### config.mk
export PLATFORM = sky130hd
export DESIGN_NAME = pipe_stage_buf
export DESIGN_NICKNAME = d
export VERILOG_FILES = /design/src/rtl/pipe_pkg.sv /design/src/rtl/pipe_sat_cnt.sv /design/src/rtl/pipe_stage_buf.sv
export SDC_FILE = /design/constraint.sdc
export NUM_CORES = 1
export LEC_CHECK = 0
export ABC_CLOCK_PERIOD_IN_PS = 5100
export BUFFER_PORTS_ARGS = -buffer_cell sky130_fd_sc_hd__buf_4
export CAP_MARGIN = 30
export CORE_MARGIN = 1.5
export CORE_UTILIZATION = 49
export CTS_BUF_LIST = sky130_fd_sc_hd__clkbuf_16
export CTS_CLUSTER_DIAMETER = 100
export DETAILED_ROUTE_END_ITERATION = 16
export GPL_TIMING_DRIVEN = 0
export PLACE_DENSITY = 0.8
export SETUP_SLACK_MARGIN = 0.5
export SYNTH_ARGS = -nofsm -noshare
export SYNTH_HDL_FRONTEND = slang
export SYNTH_HIERARCHICAL = 1
export SYNTH_SLANG_ARGS = --single-unit
### constraint.sdc
create_clock -name clk -period 5.1 [get_ports clk]
set_input_delay 0.51 -clock clk [delete_from_list [all_inputs] [get_ports clk]]
set_output_delay 0.51 -clock clk [all_outputs]
set_load 0.02 [all_outputs]
### src/rtl/pipe_pkg.sv
// Shared encodings for pipeline stage registers: state codes and the default NOP word.
package pipe_pkg;

   // State codes double as the entry count, so occupancy is the state itself.
   localparam logic [1:0] ST_EMPTY = 2'd0;
   localparam logic [1:0] ST_ONE   = 2'd1;
   localparam logic [1:0] ST_FULL  = 2'd2;

   // addi x0,x0,0 -- bubble value for stages carrying instruction words.
   localparam logic [31:0] PIPE_NOP = 32'h0000_0013;

endpackage

### src/rtl/pipe_sat_cnt.sv
// Saturating up-counter with synchronous clear; clear wins over increment.
module pipe_sat_cnt #(
   parameter int W = 16
) (
   input  logic         clk,
   input  logic         rst,
   input  logic         inc,
   input  logic         clr,
   output logic [W-1:0] cnt
);

   localparam logic [W-1:0] CNT_ONE = W'(1);

   // NOTE: sequential state uses non-blocking assignments only.
   always_ff @(posedge clk or negedge rst) begin
      if (!rst) begin
         cnt <= '0;
      end else if (clr) begin
         cnt <= '0;
      end else if (inc && (cnt != '1)) begin
         cnt <= cnt + CNT_ONE;
      end
   end

endmodule

### src/rtl/pipe_stage_buf.sv
// Valid/ready pipeline stage register; PIPE_STAGE_SKID_EN adds a skid entry so
// in_ready is decoded from state only, otherwise a single entry with pass-through ready.
module pipe_stage_buf
   import pipe_pkg::*;
#(
   parameter int                DATA_W      = 32,
   parameter logic [DATA_W-1:0] NOP_VALUE   = '0,
   parameter int                STALL_CNT_W = 16
) (
   input  logic                   clk,
   input  logic                   rst,
   input  logic                   flush,
   input  logic                   in_valid,
   output logic                   in_ready,
   input  logic [DATA_W-1:0]      in_data,
   output logic                   out_valid,
   input  logic                   out_ready,
   output logic [DATA_W-1:0]      out_data,
   output logic [1:0]             occupancy,
   output logic [STALL_CNT_W-1:0] stall_cnt,
   input  logic                   stat_clr
);

   logic [1:0]        state;
   logic [1:0]        state_nxt;
   logic [DATA_W-1:0] main_q;
   logic [DATA_W-1:0] main_d;
   logic              load_main;
   logic              in_fire;
   logic              out_fire;
`ifdef PIPE_STAGE_SKID_EN
   logic [DATA_W-1:0] skid_q;
   logic              load_skid;
`endif

   assign in_fire  = in_valid && in_ready;
   assign out_fire = out_valid && out_ready;
   assign out_data = main_q;

   // NOTE: payload registers are reset too, so out_data is NOP_VALUE rather than X.
   always_ff @(posedge clk or negedge rst) begin
      if (!rst) begin
         state  <= ST_EMPTY;
         main_q <= NOP_VALUE;
`ifdef PIPE_STAGE_SKID_EN
         skid_q <= NOP_VALUE;
`endif
      end else begin
         state <= state_nxt;
         if (flush) begin
            main_q <= NOP_VALUE;
`ifdef PIPE_STAGE_SKID_EN
            skid_q <= NOP_VALUE;
`endif
         end else begin
            if (load_main) main_q <= main_d;
`ifdef PIPE_STAGE_SKID_EN
            if (load_skid) skid_q <= in_data;
`endif
         end
      end
   end

   // NOTE: every output of this block gets a default first, so no latch is inferred.
   always_comb begin
      state_nxt = state;
      load_main = 1'b0;
      main_d    = in_data;
`ifdef PIPE_STAGE_SKID_EN
      load_skid = 1'b0;
`endif
      if (flush) begin
         state_nxt = ST_EMPTY;
      end else begin
         case (state)
            ST_EMPTY: begin
               if (in_fire) begin
                  state_nxt = ST_ONE;
                  load_main = 1'b1;
               end
            end
            ST_ONE: begin
               if (in_fire && out_fire) begin
                  load_main = 1'b1;
`ifdef PIPE_STAGE_SKID_EN
               end else if (in_fire) begin
                  // Downstream stalled: the younger payload parks in the skid entry.
                  state_nxt = ST_FULL;
                  load_skid = 1'b1;
`endif
               end else if (out_fire) begin
                  state_nxt = ST_EMPTY;
               end
            end
`ifdef PIPE_STAGE_SKID_EN
            ST_FULL: begin
               if (out_fire) begin
                  state_nxt = ST_ONE;
                  load_main = 1'b1;
                  main_d    = skid_q;
               end
            end
`endif
            default: state_nxt = ST_EMPTY;
         endcase
      end
   end

   always_comb begin
      out_valid = (state != ST_EMPTY);
      occupancy = state;
`ifdef PIPE_STAGE_SKID_EN
      in_ready  = (state != ST_FULL);
`else
      in_ready  = (state == ST_EMPTY) || out_ready;
`endif
   end

   pipe_sat_cnt #(
      .W (STALL_CNT_W)
   ) u_stall_cnt (
      .clk (clk),
      .rst (rst),
      .inc (out_valid && !out_ready),
      .clr (stat_clr),
      .cnt (stall_cnt)
   );

endmodule

* Yosys cells after proc, flatten, opt, wreduce, memory -nomap -nowiden
Index checks and enable logic that the tools add are counted.
** Operators by class
- Muxes and demuxes :: 13
- Reductions and logical operators :: 12
- Add/subtract/negate cells :: 1
- Eq/ne operators :: 5
** Operators by type and width (number)
- two-way mux 32 bit :: 2
- two-way mux 16 bit :: 2
- adder 16 x 1 -> 16 bit, second input constant :: 1
- != test 16 bit, second input constant :: 1
- != test 3 bit, second input constant :: 3
- two-way mux 2 bit :: 4
- nonzero test 2 bit :: 3
- logical AND 1 bit :: 5
- case mux 2 bit (2 select lines) :: 1
- two-way mux 1 bit :: 3
- AND reduction 3 bit :: 1
- == test 2 x 1 -> 1 bit, second input constant :: 1
- logical NOT 2 bit :: 1
- case mux 1 bit (2 select lines) :: 1
- logical NOT 1 bit :: 1
- logical OR 1 bit :: 1
** Word-level totals
- Input bits :: 38
- Register bits :: 50
- Word-level logic and storage cells :: 34
- Output and inout port bits :: 52

* Depth between registers and ports, before layout
Gate-level depths: netlist of run 1.
- Word-level depth :: 9
- Gate-level depth with buffers :: 9
- Mapped depth without buffers :: 5

* Modules after synthesis
The synthesis of run 1 kept the hierarchy.
** Modules (own cells, without submodules)
- pipe_stage_buf :: times used 1, area an instance 1783.0 um^2, cells each 154, seq. area each 825.8 um^2
- pipe_sat_cnt :: times used 1, area an instance 942.2 um^2, cells each 98, seq. area each 400.4 um^2

* Least setup slack after synthesis of run 1
OpenSTA, ideal clock, no wires.
- Kind :: input to register
- From :: input out_ready
- To :: register u_stall_cnt.cnt[3]
- Data arrival time :: 1.968 ns
- Stages :: 8
- Path buffers :: 3
- Library setup time :: 0.078 ns
- Slack :: 3.054 ns
- Required time :: 5.022 ns
- Cells stage by stage :: nand2b_4 -> buf_12 -> inv_12 -> buf_12 -> inv_1 -> clkbuf_1 -> or4_2 -> a21oi_1
** On the way
- Cells in the longest elaborated chain, start to end :: 4
** RTL lines
- from (decl) :: line pipe_stage_buf.sv:17 : input logic out_ready,
- logical NOT 1 bit :: line pipe_stage_buf.sv:124 : .inc (out_valid && !out_ready),
- logical AND 1 bit :: line pipe_stage_buf.sv:124
- logical AND 1 bit :: line pipe_sat_cnt.sv:20 : end else if (inc && (cnt != '1)) begin
- nonzero test 2 bit (no line)
- to (signal assigned) :: line pipe_sat_cnt.sv:21 : cnt <= cnt + CNT_ONE;
- to (decl) :: line pipe_sat_cnt.sv:9 : output logic [W-1:0] cnt
Every way passes these cells.
A chain may end at the register's enable or synchronous reset.

* Final worst setup path of run 1
- From :: register state[0] (netlist: occupancy[0])
- To :: register u_stall_cnt.cnt[10]
** On the way
- Cells in the longest elaborated chain, start to end :: 4
** RTL lines
- from (decl) :: line pipe_stage_buf.sv:24 : logic [1:0] state;
- from (signal assigned) :: line pipe_stage_buf.sv:49 : state <= state_nxt;
- nonzero test 2 bit :: line pipe_stage_buf.sv:110 : out_valid = (state != ST_EMPTY);
- logical AND 1 bit :: line pipe_stage_buf.sv:124
- logical AND 1 bit :: line pipe_sat_cnt.sv:20
- nonzero test 2 bit (no line)
Every way passes these cells.

==> impl_metrics.tcl, run 1 <==
set metrics [dict create \
    setup_tns_ns 0 \
    synth_cells 252 \
    core_um2 5240 \
    fmax_mhz 478 \
    cellPowerDensity_nw_per_um2 259 \
    dieArea_um2 6020 \
    via_per_inst 5.68 \
    endpoint_kind "flop" \
    synth.area.top_cells "dfrtp_1 (45%), a21oi_2 (9.3%), o21ai_2 (9.3%)" \
    synth_mux_area_frac 0.0165 \
    synthAdderAreaFrac 0.00459 \
    synthSimpleGateAreaFrac 0.172 \
    arrival_ns 2.30 \
    power.share.combinational 0.170 \
    synth_xor_area_frac 0 \
    fp-row-count 26 \
    worstSetupPathType "reg -> reg" \
    postCtsSetupRepairBufs 0 \
    synth-edff-count 0 \
    setup_violations 0 \
    yosysTopAreaCell "dfrtp_1" \
    syn-num-nets 291 \
    synth.most_common_cell "dfrtp_1" \
    grt_pass1_wl_um 10900 \
    port_buffers 86 \
    die_height_um 77.6 \
    synth_compound_area_frac 0.255 \
    rsz0062_at_grt "false" \
    p_switching_w 0.000235 \
    ys_dominant_reg_cell "dfrtp_1" \
    postSynthAreaPerCell_um2 10.8 \
    hold_buffers 0 \
    netlist_area_um2 2730 \
    skew_ns 0.00544 \
    antenna_found_initial 0 \
    p_seq_frac 0.443 \
    final_layout_size_suffix_gt1_frac 0.530 \
    crit_fanout 13 \
    die_w_um 77.6 \
    tightest_slew_ns 0.619 \
    clock_latency_ns 0.28 \
    ir_drop_uv 146 \
    drtIter0Drc 161 \
    synth_top_area_share 0.450 \
    finalMaxSlewViolations 0 \
    htree_levels 2 \
    nNetsFinal 384 \
    clk_pin_slew_ns 0.06 \
    clock-sinks 49 \
    status "finished, final reports clean" \
    drv_cap 0 \
    cts-resized-gates 0 \
    wl_per_cell_um 15.5 \
    ys_top_cells_by_count "dfrtp_1 (49), nand3_1 (35), a21oi_2 (29), o21ai_2 (29), a21oi_1 (15)" \
    p_clk_frac 0.387 \
    internal_power_w 0.000703 \
    io_pins 90 \
    initial_utilization 0.520 \
    grt_pass1_vias 2254 \
    slew_headroom 0.587 \
    power.total_w 0.000938 \
    timing.hold.ws_ns 0.237 \
    hold_viol_final 0 \
    cts_buffer_depth 2 \
    synthToLayoutAreaGrowth_pct 32.8 \
    hpwlAfterDp_um 4530 \
    finalCritPeriodShare 0.411 \
    numCtsBuffers 5 \
    gp_congestion 0.821 \
    critPathLaunchType "flop" \
    n_antenna_cell 0 \
    grt_max_degree 50 \
    wl_um 6450 \
    synth_cell_type_count 37 \
    overflow 0 \
    num_vias 2356 \
    ys_ff_latch 49 \
    synth_top_family_by_area "compound AO/OA/AOI/OAI gates" \
    antenna_left 0 \
    seq_area_frac_synth 0.450 \
    swShare 0.251 \
    tritoncts "yes" \
    cellLeakagePower_nw 1.61 \
    critPathRequiredTime_ns 5.30 \
    clock-root-buffer "clkbuf_16" \
    drt_pass1_iterations 5 \
    period_needed_ns 2.09 \
    drc 0 \
    async_reset_ff_frac 1.00 \
    track_usage 0.225 \
    synth_warnings 6 \
    hold_path_class "in -> async" \
]
power by group through the flow:
stage / Combinational, W / Clock [W] / Sequential, W
final: 0.000159 / 0.000363 / 0.000416
after CTS: 0.000161 / 0.000370 / 0.000416
after floorplan: 0.0000741 / 0 / 0.000440
after detailed placement: 0.000161 / 0 / 0.000422
after global placement: 0.000159 / 0 / 0.000422
after global routing: 0.000172 / 0.000385 / 0.000418
cell usage in the layout (no fill, tap or decap), types with 2 or more instances in the layout:
master	n
or3_1	2
nor4_1	4
buf_4	91
nand2_1	6
a21oi_2	29
o21ai_2	29
nand4_1	6
nand3_1	35
or4_1	5
o31ai_1	7
o21ai_0	4
buf_12	7
a21oi_1	15
clkbuf_16	5
mux2_1	4
clkbuf_1	5
dfrtp_1	49
nor2b_1	4
or4_2	2
o21ai_1	3
inv_1	3
nor2_1	4
buf_2	7
and4_2	2
and3_1	2
state kept, by name, indices dropped and copies added, names as in the netlist:
register	cells
out_data	32
u_stall_cnt/cnt	16
occupancy	1
cell type report:
cell class / count / area (um2)
clock buffer: 5 / 125
sequential: 49 / 1230
buffer: 25 / 243
timing repair buffer: 86 / 646
clock inverter: 2 / 35.0
tap: 70 / 87.6
fill: 412 / 1620
inverter: 5 / 31.3
multi-input combinational: 173 / 1220
critical path, cell delays in order, from the launching register on:
cell	delay, ns
dfrtp_1	0.43
nand2b_4	0.10
buf_12	0.13
inv_12	0.04
buf_12	0.14
inv_1	0.10
clkbuf_1	0.34
clkbuf_1	0.40
o31ai_1	0.16
a21oi_1	0.15
path summary, 6_finish.rpt:
kind	depth (start not counted)	slack [ns]	startpoint	end
worst min-delay path	1	0.24	rst	u_stall_cnt/cnt[15]$_DFFE_PN0P_
worst min register to register	2	0.54	out_data[8]$_DFFE_PN0P_	out_data[8]$_DFFE_PN0P_
worst max-delay path	9	3.01	occupancy[0]$_DFFE_PN0P_	u_stall_cnt/cnt[10]$_DFFE_PN0P_
worst max register to register	9	3.01	occupancy[0]$_DFFE_PN0P_	u_stall_cnt/cnt[10]$_DFFE_PN0P_
min in group clk	3	0.48	in_data[16]	out_data[16]$_DFFE_PN0P_
max in group asynchronous	1	4.44	rst	out_data[13]$_DFFE_PN0P_
through the flow:
stage,std cells,worst slack (ns),util,instance area (um2)
final,415,3.01,0.691,3620
after global routing,415,2.87,0.691,3620
after floorplan,252,3.05,-,2730
after CTS,415,3.02,0.691,3620
after global placement,408,2.80,0.660,3460
after detailed placement,408,2.79,0.660,3460
cells by family after synthesis:
family / after synthesis
flops: 49
buf+inv: 30
mux: 4
fa+ha+maj: 1
simple gates: 78
other cells: 1
compound gates: 89
layer usage:
layer  global-route usage  up-vias  part of all wire
met5                    0        -                 0
met4               0.0509        0            0.0059
met1                0.293     1144              0.42
li1                     -     1115                 -
met3               0.0671        4             0.078
met2                0.369       93              0.49
(Power assumes the default switching activity.)
==> run 2: changes to the inputs <==
ABC_AREA = 1   (was default)
ABC_CLOCK_PERIOD_IN_PS = 1750   (was 5100)
CORE_UTILIZATION = 45   (was 49)
PLACE_DENSITY = 0.78   (was 0.8)
clock period = 1.75 ns   (was 5.1 ns; I/O delays follow)
==> run 2 against run 1 <==
  * Via count is 8.6% higher
  * Critical path type unchanged
  * Final cell count is 17% higher
  * Worst hold slack worse by 0.19 ns
  * First-iteration DRC count is 7.5% lower
  * Core utilization is 1.7 points lower
  * Sequential share of layout area is 0.73 points lower
  * Total power grew to 2.9 times the previous value
  * Clock power grew to 2.9 times the previous value
  * Clock skew is 0.0033 ns lower
  * Count of clock-buffer cells in the layout stayed put
  * Worst setup slack worse by 2.7 ns
  * Critical path depth is 1 higher
==> impl_metrics.tcl, run 2 <==
set metrics [dict create \
    n_fill_cell 451 \
    cp_common_cell "nand2_4" \
    final_layout_size_suffix_gt1_frac 0.417 \
    use_met2 0.384 \
    wl_um 7160 \
    worstSetupPathType "reg -> reg" \
    layout.cells.most_common "buf_4" \
    overflow 0 \
    finalMaxSlewViolations 0 \
    grt_pass1_wl_um 11000 \
    largest_reg_flops 32 \
    clock_latency_ns 0.28 \
    cellLeakagePower_nw 1.99 \
    setup_slack_ns 0.273 \
    hpwlAfterDp_um 4760 \
    synth_warnings 6 \
    drtIter0Drc 149 \
    ys_ff_latch 49 \
    clock-sinks 49 \
    slowest_delay_ns 0.39 \
    ir_drop_uv 523 \
    cts_buffer_depth 2 \
    die_w_um 78.9 \
    clk_pin_slew_ns 0.06 \
    numCtsBuffers 5 \
    wl_per_cell_um 14.7 \
    top_usage_layer "met2" \
    port_buffers 87 \
    setup_tns_ns 0 \
    antenna_left 0 \
    setup_violations 0 \
    cp_top_family "simple AND/OR/NAND/NOR gates" \
    met3_usage 0.0322 \
    seq_area_frac_synth 0.473 \
    antenna_found_initial 0 \
    dieArea_um2 6230 \
    synth_cells 299 \
    hold_viol_final 0 \
    num_vias 2559 \
    critPathLaunchType "flop" \
    grt_max_degree 50 \
    synth_cell_type_count 28 \
    period_needed_ns 1.48 \
    slowest_stage "dfrtp_2" \
    holdPathStages 2 \
    reg2reg_depth 10 \
    async_reset_ff_frac 1.00 \
    status "finished, final reports clean" \
    synthToLayoutAreaGrowth_pct 44.0 \
    synth-edff-count 0 \
    timing.hold.ws_ns 0.0513 \
    core_um2 5540 \
    final_cell_mix "buf_4 (115), nand2_1 (86), nand4_1 (41)" \
    drv_cap 0 \
    met1_usage 0.293 \
    ff_latch_area_um2 1240 \
    synth.most_common_cell "nand2_1" \
    syn-num-nets 338 \
    n_antenna_cell 0 \
    hold_path_class "in -> reg" \
    skew_ns 0.00216 \
    ys_top_cells_by_count "nand2_1 (87), dfrtp_1 (49), nand4_1 (41)" \
    grt_pass1_vias 2393 \
    rsz0062_at_grt "true" \
    drt_pass1_iterations 4 \
    htree_levels 2 \
    cp.depth 10 \
    postSynthAreaPerCell_um2 8.67 \
    tightest_slew_ns 0.627 \
    yosysTopAreaCell "dfrtp_1" \
    power.total_w 0.00274 \
    cp.buffers_inverters 2 \
    gp_congestion 0.849 \
    fin_cells 487 \
    placedCellCount 458 \
    pre_cts_ws_ns 0.143 \
    ys_dominant_reg_cell "dfrtp_1" \
    initial_utilization 0.468 \
    arrival_ns 1.69 \
    tritoncts "yes" \
    path_cells "ha_4, nand2_4, nor2_4, nand2_4, o21ai_4, nand2_4, inv_4, buf_12, nand2_1, nand2_1" \
    track_usage 0.224 \
    io_pins 90 \
    die_height_um 78.9 \
    synth_top_area_share 0.473 \
    via_per_inst 5.25 \
    critPathRequiredTime_ns 1.97 \
    fp-row-count 27 \
    nNetsFinal 453 \
    endpoint_kind "flop" \
    synth.area.top_cells "dfrtp_1 (47%), nand2_1 (13%), nand4_1 (9.9%)" \
    drc 0 \
    slew_headroom 0.582 \
    fmax_mhz 677 \
    netlist_area_um2 2590 \
    multi_input_area_um2 1180 \
    clock-root-buffer "clkbuf_16" \
    crit_fanout 10 \
    cellPowerDensity_nw_per_um2 734 \
    finalCritPeriodShare 0.844 \
]
[run 2: timing repair]
action,CTS,global route
pin swaps,4,4
cloned,0,1
setup buffers,15,4
hold endpoints to repair,49,0
endpoints found under the setup margin,17,17
resized for setup,11,10
hold buffers,1,0
[run 2: area by class of cell]
type	instances	share of cell area
plain buffers	21	0.0493
clock buffers	5	0.0335
clock inverters	3	0.0101
inverters	16	0.0168
multi-input cells	213	0.316
flip-flops and latches	49	0.332
well taps	72	0.0241
repair buffers	108	0.218
[run 2: power breakdown]
group	internal (W)	total, W	leakage (nW)	switching (W)
logic	0.000210	0.000463	1.26	0.000253
registers	0.00118	0.00121	0.649	0.0000312
clock network	0.000664	0.00106	0.0826	0.000400
[run 2: kinds of logic (layout without fill, tap and decap cells)]
group / after synthesis / after routing / share of synthesized area
adder cells (fa/ha/maj): 1 / 1 / 0.00483
AND/OR/NAND/NOR: 198 / 198 / 0.391
buffers and inverters: 37 / 153 / 0.0912
XOR/XNOR: 5 / 5 / 0.0169
AO/OA/AOI/OAI: 8 / 8 / 0.0217
other: 1 / 1 / 0.00145
flip-flops: 49 / 49 / 0.473
[run 2: stage by stage]
step | cell area [um2] | util
2_1_floorplan | 2620 | -
3_3_place_gp | 3360 | 0.606
3_5_place_dp | 3360 | 0.606
4_1_cts | 3670 | 0.662
5_1_grt | 3730 | 0.674
6_report | 3730 | 0.674
[run 2: per-layer routing]
metal / vias to the layer above / part of all wire
li1: 1238 / -
met4: 0 / 0.015
met1: 1217 / 0.42
met3: 12 / 0.051
met2: 92 / 0.52
met5: - / 0
[run 2: path summary, 6_finish.rpt]
path                                                  end                            from  slack (ns)
max                        u_stall_cnt/cnt[8]$_DFFE_PN0P_  u_stall_cnt/cnt[1]$_DFFE_PN0P_        0.27
min                              occupancy[0]$_DFFE_PN0P_                           flush        0.05
max reg2reg                u_stall_cnt/cnt[8]$_DFFE_PN0P_  u_stall_cnt/cnt[1]$_DFFE_PN0P_        0.27
min reg2reg                       out_data[5]$_DFFE_PN0P_         out_data[5]$_DFFE_PN0P_        0.50
max in group asynchronous  u_stall_cnt/cnt[7]$_DFFE_PN0P_                             rst        0.83
min in group asynchronous        out_data[14]$_DFFE_PN0P_                             rst        0.46
[run 2: worst register-to-register path: stages, from the launching register on]
cell and delay (ns):
dfrtp_2 0.39, ha_4 0.15, nand2_4 0.06, nor2_4 0.15, nand2_4 0.09, o21ai_4 0.16, nand2_4 0.08, inv_4 0.08
buf_12 0.12, nand2_1 0.05, nand2_1 0.07
==> run 3: changes to the inputs <==
ABC_CLOCK_PERIOD_IN_PS = 1340   (was 1750)
clock period = 1.34 ns   (was 1.75 ns; I/O delays follow)
==> run 3 against run 2 <==
  * The run now ends with hold timing, setup timing left
  * Largest cell class is now buffers
  * Via count up 31%
  * Global-route usage increased by 6.9 points
  * Combinational power increased by 120%
==> impl_metrics.tcl, run 3 (synthesis results as in run 2) <==
set metrics [dict create \
    met1_usage 0.354 \
    skew_ns 0.0172 \
    met3_usage 0.0368 \
    die_height_um 78.9 \
    period_needed_ns 1.54 \
    pre_cts_ws_ns -0.262 \
    grt_pass1_wl_um 14200 \
    drt_pass1_iterations 6 \
    hold_path_class "in -> async" \
    timing.hold.ws_ns -0.151 \
    num_vias 3357 \
    slowest_stage "dfrtp_2" \
    port_buffers 87 \
    gp_congestion 0.824 \
    cp_top_family "simple AND/OR/NAND/NOR gates" \
    path_cells "buf_4, buf_6, nand3_1, nor2_1, xor2_1, nand3_1, nand2_1" \
    violations "hold timing, setup timing" \
    finalCritPeriodShare 1.15 \
    worstSetupPathType "reg -> reg" \
    crit_fanout 3 \
    arrival_ns 1.77 \
    critPathRequiredTime_ns 1.56 \
    status "complete, but fails checks" \
    critPathLaunchType "flop" \
    top_usage_layer "met2" \
    numCtsBuffers 5 \
    fmax_mhz 647 \
    drv_cap 0 \
    cellLeakagePower_nw 2.41 \
    rsz0062_at_grt "true" \
    wl_per_cell_um 22.4 \
    largest_reg_flops 32 \
    cp.buffers_inverters 2 \
    final_cell_mix "buf_4 (114), nand2_1 (70), buf_6 (61)" \
    reg2reg_depth 7 \
    slowest_delay_ns 0.39 \
    slew_headroom 0.575 \
    ir_drop_uv 752 \
    endpoint_kind "flop" \
    track_usage 0.293 \
    drtIter0Drc 283 \
    fp-row-count 27 \
    final_layout_size_suffix_gt1_frac 0.589 \
    antenna_left 0 \
    worst-r2r-setup-slack_ns -0.20 \
    htree_levels 2 \
    synthToLayoutAreaGrowth_pct 84.7 \
    grt_pass1_vias 2948 \
    clock-root-buffer "clkbuf_16" \
    cts_buffer_depth 2 \
    setup_slack_ns -0.205 \
    tightest_slew_ns 0.637 \
    clock_latency_ns 0.30 \
    final_core_util 0.864 \
    clock-sinks 49 \
    cellPowerDensity_nw_per_um2 819 \
    n_antenna_cell 0 \
    layout.cells.most_common "buf_4" \
    core_um2 5540 \
    drc 0 \
    setup_violations 20 \
    overflow 0 \
    wl_um 12300 \
    clk_pin_slew_ns 0.08 \
    tritoncts "yes" \
    antenna_found_initial 0 \
    nNetsFinal 517 \
    io_pins 90 \
    finalMaxSlewViolations 0 \
    grt_max_degree 50 \
    cp.depth 7 \
    use_met2 0.539 \
    cp_common_cell "nand3_1" \
    via_per_inst 6.09 \
    dieArea_um2 6230 \
    die_w_um 78.9 \
    hold_viol_final 49 \
    hpwlAfterDp_um 4850 \
    initial_utilization 0.468 \
]
==> run 3: cell count changes in the layout (fill, tap and decap cells not counted), moves of 7 or more <==
cell / previous run / this run
buf_6: 5 / 61
nand3_1: 34 / 12
nand2_1: 86 / 70
nand2_2: 2 / 18
nand3_2: 10 / 23
nand3_4: 0 / 9
buf_12: 2 / 9
==> run 3: layout make-up <==
type                            instances  area, um2
Buffer                                 21        205
Clock buffer                            5        125
Clock inverter                          3       18.8
Fill cell                             259        753
Inverter                               16       70.1
Multi-Input combinational cell        213       1400
Sequential cell                        49       1240
Tap cell                               72       90.1
Timing Repair Buffer                  172       1640
==> run 3: metal layers <==
layer  share of wire  vias up
met5               0        -
met4           0.070        0
met3           0.087       97
met2            0.50      288
met1            0.34     1601
li1                -     1371
==> run 3: worst reg2reg max path: stages (launching register included) <==
cell and delay [ns]:
dfrtp_2 0.39, buf_4 0.12, buf_6 0.09, nand3_1 0.14, nor2_1 0.24, xor2_1 0.19, nand3_1 0.14, nand2_1 0.16
==> run 3: path summary, 6_finish.rpt <==
kind                                                  from                         endpoint
max                         u_stall_cnt/cnt[0]$_DFFE_PN0P_   u_stall_cnt/cnt[5]$_DFFE_PN0P_
min                                                    rst         out_data[21]$_DFFE_PN0P_
max reg2reg                 u_stall_cnt/cnt[0]$_DFFE_PN0P_   u_stall_cnt/cnt[5]$_DFFE_PN0P_
min reg2reg                u_stall_cnt/cnt[11]$_DFFE_PN0P_  u_stall_cnt/cnt[11]$_DFFE_PN0P_
max in group asynchronous                              rst   u_stall_cnt/cnt[0]$_DFFE_PN0P_
min in group clk                                     flush         occupancy[0]$_DFFE_PN0P_
==> run 3: metrics by stage <==
step                      cell area (um2)  power, W  hold WS (ns)  instances  setup TNS [ns]
after floorplan                      2740   0.00194        -0.162        299           -2.17
after global routing                 4790   0.00402       -0.0940        551           -3.06
after CTS                            4390   0.00372        -0.110        520          -0.589
after global placement               3480   0.00221         0.201        458           -2.97
final                                4790   0.00392        -0.151        551           -1.81
after detailed placement             3480   0.00222         0.196        458           -3.41
==> run 3: timing repair <==
action	4_1_cts	5_1_grt
hold endpoints to repair	49	49
gates resized for setup	69	44
setup endpoints to repair	100	100
cloned	3	0
setup buffers	51	31
pin swaps	5	11
==> run 3: report_power, final <==
part	total [W]	switching, W	internal (W)
Sequential	0.00160	0.0000601	0.00154
Combinational	0.00101	0.000505	0.000510
Clock	0.00130	0.000615	0.000688
